[src/rtl/p_perm_stream.sv]
// p_perm_stream: DES P-box permutation on a valid/ready stream.
//
// Each beat carries LANES independent 32-bit words. Stage 0 applies the forward
// DES P permutation (in_inv = 0) or its inverse (in_inv = 1) to every lane; the
// remaining PIPE_STAGES-1 stages only carry data, mode and valid. Every stage
// advances when it is empty or its downstream stage advances, so the pipeline
// sustains one beat per cycle and stalls losslessly under backpressure.
//
// Ports:
//   clk        sole clock, rising edge
//   rst        synchronous active-high reset; drops all in-flight beats
//   in_valid   input beat present
//   in_ready   block accepts a beat this cycle
//   in_data    input words, lane k at [32k+31:32k]
//   in_inv     mode for this beat: 0 forward P, 1 inverse P
//   out_valid  output beat present
//   out_ready  downstream accepts the output beat
//   out_data   permuted words, same lane layout as in_data
//   out_inv    mode bit that travelled with the beat
//   busy       any stage holds a valid beat
//   beat_cnt   16-bit wrapping count of output handshakes; present only when
//              P_PERM_STREAM_CNT_EN is defined
module p_perm_stream #(
    parameter int unsigned LANES       = 1,
    parameter int unsigned PIPE_STAGES = 2
) (
    input  logic                  clk,
    input  logic                  rst,
    input  logic                  in_valid,
    output logic                  in_ready,
    input  logic [32*LANES-1:0]   in_data,
    input  logic                  in_inv,
    output logic                  out_valid,
    input  logic                  out_ready,
    output logic [32*LANES-1:0]   out_data,
    output logic                  out_inv,
    output logic                  busy
`ifdef P_PERM_STREAM_CNT_EN
   ,output logic [15:0]           beat_cnt
`endif
);

    localparam int unsigned Width = 32 * LANES;
    localparam int unsigned Last  = PIPE_STAGES - 1;

    // DES P table, 1-based DES bit numbers (bit 1 = word MSB).
    localparam int unsigned PTab [32] = '{
        16,  7, 20, 21, 29, 12, 28, 17,  1, 15, 23, 26,  5, 18, 31, 10,
         2,  8, 24, 14, 32, 27,  3,  9, 19, 13, 30,  6, 22, 11,  4, 25
    };

    // Forward: output DES bit i+1 takes input DES bit PTab[i].
    // Inverse: output DES bit PTab[i] takes input DES bit i+1.
    function automatic logic [31:0] perm_word(input logic [31:0] x, input logic inv);
        logic [31:0] r;
        logic [4:0]  pos_i;
        logic [4:0]  pos_p;
        r = '0;
        for (int i = 0; i < 32; i++) begin
            pos_i = 5'(31 - i);
            pos_p = 5'(32 - PTab[i]);
            if (inv) begin
                r[pos_p] = x[pos_i];
            end else begin
                r[pos_i] = x[pos_p];
            end
        end
        return r;
    endfunction

    logic [PIPE_STAGES-1:0] vld_q;
    logic [PIPE_STAGES-1:0] inv_q;
    logic [Width-1:0]       data_q [PIPE_STAGES];
    logic [PIPE_STAGES-1:0] adv;
    logic [Width-1:0]       perm_data;

    always_comb begin
        perm_data = '0;
        for (int k = 0; k < LANES; k++) begin
            perm_data[32*k +: 32] = perm_word(in_data[32*k +: 32], in_inv);
        end
    end

    // Advance chain built from the output backwards; a running variable keeps
    // the chain free of combinational self-reference on adv.
    always_comb begin
        logic a;
        a = !vld_q[Last] || out_ready;
        adv = '0;
        adv[Last] = a;
        for (int s = int'(PIPE_STAGES) - 2; s >= 0; s--) begin
            a = !vld_q[s] || a;
            adv[s] = a;
        end
    end

    assign in_ready = adv[0] && !rst;

    always_ff @(posedge clk) begin
        if (rst) begin
            vld_q <= '0;
            inv_q <= '0;
            for (int s = 0; s < PIPE_STAGES; s++) begin
                data_q[s] <= '0;
            end
        end else begin
            if (adv[0]) begin
                vld_q[0] <= in_valid && in_ready;
                // Only real beats overwrite payload; empty slots keep old data.
                if (in_valid) begin
                    data_q[0] <= perm_data;
                    inv_q[0]  <= in_inv;
                end
            end
            for (int s = 1; s < PIPE_STAGES; s++) begin
                if (adv[s]) begin
                    vld_q[s] <= vld_q[s-1];
                    if (vld_q[s-1]) begin
                        data_q[s] <= data_q[s-1];
                        inv_q[s]  <= inv_q[s-1];
                    end
                end
            end
        end
    end

    assign out_valid = vld_q[Last];
    assign out_data  = data_q[Last];
    assign out_inv   = inv_q[Last];
    assign busy      = |vld_q;

`ifdef P_PERM_STREAM_CNT_EN
    logic [15:0] cnt_q;

    always_ff @(posedge clk) begin
        if (rst) begin
            cnt_q <= '0;
        end else if (out_valid && out_ready) begin
            cnt_q <= cnt_q + 16'd1;
        end
    end

    assign beat_cnt = cnt_q;
`endif

endmodule

[config.mk]
export PLATFORM = sky130hd
export DESIGN_NAME = p_perm_stream
export DESIGN_NICKNAME = d
export VERILOG_FILES = /design/src/rtl/p_perm_stream.sv
export SDC_FILE = /design/constraint.sdc
export NUM_CORES = 1
export LEC_CHECK = 0
export ABC_CLOCK_PERIOD_IN_PS = 2570
export BUFFER_PORTS_ARGS = -buffer_cell sky130_fd_sc_hd__clkbuf_2
export CORE_MARGIN = 1
export CORE_UTILIZATION = 48
export DETAILED_ROUTE_END_ITERATION = 12
export GPL_ROUTABILITY_DRIVEN = 0
export GPL_TIMING_DRIVEN = 0
export PLACE_DENSITY = 0.84
export SLEW_MARGIN = 20
export SYNTH_ARGS = -nofsm -noshare
export SYNTH_HDL_FRONTEND = slang
export SYNTH_SLANG_ARGS = --single-unit
export TNS_END_PERCENT = 10
[constraint.sdc]
create_clock -name clk -period 2.57 [get_ports clk]
set_input_delay 0.257 -clock clk [delete_from_list [all_inputs] [get_ports clk]]
set_output_delay 0.257 -clock clk [all_outputs]
set_load 0.005 [all_outputs]
==> impl_metrics.json <==
{
  "finalCriticalPeriod_ps": 1775,
  "cts_buffers": 9,
  "synth_area_per_cell_sq_um": 13.60,
  "wl_per_cell_um": 13.46,
  "fillCellCount": 517,
  "syn_inst": 229,
  "status": "complete, no violations",
  "clock_skew_ps": 7.035,
  "grt_usage": 0.1731,
  "dp_hpwl_um": 3890,
  "slew_violations": 0,
  "crit_type": "reg2reg",
  "finalWorstSetupSlack_ps": 794.9,
  "clock_latency_ps": 320,
  "max-cap-violations": 0,
  "core_sq_um": 6096,
  "startpoint": "vld_q[0]",
  "rsz0062_at_grt": "no",
  "syn-cell-area_sq_um": 3114,
  "power_density_nw_per_um2": 616.2,
  "final_hold_viol_count": 0,
  "firstDrtPassIters": 4,
  "slowest_stage": "clkbuf_1",
  "overflow": 0,
  "ys_seq_area_frac": 0.6428,
  "std_cell_rows": 28,
  "final_cell_mix": "70 x clkbuf_2, 64 x edfxtp_1, 32 x mux2i_1, 32 x and2_1, 32 x buf_4",
  "antenna_left": 0,
  "root_buffer": "clkbuf_8",
  "clock_tree.buffer_depth": 2,
  "final_common_cell": "clkbuf_2",
  "post_cts_resize_count": 0,
  "remaining_drc_errors": 0,
  "postCtsSetupRepairBufs": 0,
  "cp_cell_sequence": "and3b_1 > buf_6 > nor3_2 > clkbuf_1 > and2_1",
  "die_area_sq_um": 6815,
  "max_stage_delay_ps": 390,
  "grt_antenna_before_repair": 0,
  "yosysUniqueCellTypes": 23,
  "die_x_um": 82.55,
  "cts_tree": "built",
  "hold_buffers": 0,
  "yosysWarnings": 0,
  "nets": 348,
  "crit_arrival_ps": 1960,
  "timing.final.crit_share": 0.6907,
  "irDropWorstVdd_mv": 0.3113,
  "io_buffers": 70,
  "worst_setup_path_start_kind": "register",
  "hold_path_class": "in2reg",
  "cp.required_ps": 2760,
  "area_growth_pct": 20.41,
  "die_h_um": 82.55,
  "fmax_mhz": 563.3,
  "h-tree-depth": 3,
  "leakage_nw": 1.711,
  "tns_ps": 0,
  "drive_above_1_share": 0.4272,
  "grt_max_degree": 33,
  "clkTransAtPathRegs_ps": 70,
  "min_from": "in_valid",
  "path_max_fanout": 10,
  "vias_per_cell": 4.691,
  "ys_seq_elements": 68,
  "setup_violations": 0,
  "io_pins": 73,
  "drtIter0Drc": 81,
  "grt_pass1_vias": 1738,
  "totalWireLength_um": 5264,
  "reg2reg_from": "vld_q[0]",
  "grt_first_pass_wirelength_um": 8252,
  "slew_headroom": 0.4416,
  "initial_utilization": 0.5109,
  "preCtsSetupSlack_ps": 817.0,
  "diodes": 0,
  "critPathCaptureType": "register",
  "syn-num-nets": 266,
  "vias": 1834,
  "worstMarginPinSlew_ps": 837.5,
  "cts.sinks": 68
}
## routing by layer
layer / track usage / routed length, um
met1: 0.2051 / 2112
met2: 0.3025 / 2775
met3: 0.03187 / 260
met4: 0.08448 / 114
met5: 0 / 0
## per-stage QoR
step / instances / total power, W / utilization / hold WS [ps] / cell area [sq um]
3_3_place_gp: 374 / 0.001636 / 0.5844 / 459.3 / 3562
6_report: 391 / 0.002311 / 0.6151 / 208.7 / 3750
4_1_cts: 391 / 0.002334 / 0.6151 / 197.0 / 3750
3_5_place_dp: 375 / 0.001655 / 0.5903 / 462.0 / 3598
5_1_grt: 391 / 0.002420 / 0.6151 / 245.6 / 3750
2_1_floorplan: 229 / 0.001533 / - / 377.7 / 3118
## final timing paths
path,to,slack [ps],cells after the start
worst max-delay path,data_q[0][38],790,5
worst min-delay path,vld_q[0],210,3
worst max register to register,data_q[0][38],790,5
worst min register to register,inv_q[1],470,2
## where the power goes
| part | internal [W] | switching (W) |
|---|---|---|
| clock | 0.000340 | 0.000345 |
| combinational | 0.000155 | 0.000138 |
| sequential | 0.00131 | 0.0000226 |
| total | 0.00181 | 0.000505 |
## kinds of logic (layout without fill, tap and decap cells)
family | after synthesis | count (layout) | synth area share
buffers and inverters | 47 | 134 | 0.1081
muxes | 32 | 32 | 0.1029
DFF | 68 | 68 | 0.6428
and+or+nand+nor | 75 | 75 | 0.1318
AOI/OAI and AO/OA | 7 | 7 | 0.01446
## critical path: cells and delay by family (launching register included)
family	cells	cell delay, ps
buffers and inverters	2	520
DFF	1	360
and+or+nand+nor	3	760
## area by class of cell
cell class | count | area (sq um) | area share
Multi-Input combinational cell | 114 | 788.3 | 0.2102
Tap cell | 75 | 93.84 | 0.02503
Clock inverter | 4 | 16.27 | 0.004338
Timing Repair Buffer | 71 | 377.9 | 0.1008
Inverter | 2 | 7.507 | 0.002002
Clock buffer | 12 | 135.1 | 0.03604
Buffer | 45 | 329.1 | 0.08775
Sequential cell | 68 | 2002 | 0.5339
## registers in the layout, indices dropped and copies added, names as in the netlist
| name | cells |
|---|---|
| inv_q | 2 |
| data_q | 64 |
| vld_q | 2 |
## synth_stat cells
library cell	number	area [sq um]
edfxtp_1	64	1922
and2_1	32	200.2
buf_4	32	240.2
mux2i_1	32	320.3
nor2_1	26	97.59
nor2_2	10	62.56
clkbuf_1	6	22.52
buf_6	5	56.30
dfxtp_1	4	80.08
a21oi_1	3	15.01
buf_2	2	10.01
inv_1	2	7.510
a21bo_2	1	10.01
a21o_1	1	7.510
and3b_1	1	8.760
nand2b_1	1	6.260
nand3_1	1	5.000
nand3b_1	1	7.510
nor3_2	1	10.01
o21ai_0	1	5.000
o21bai_1	1	7.510
or2_2	1	6.260
or3_1	1	6.260
Note: power is estimated with default switching activity, not from simulation.
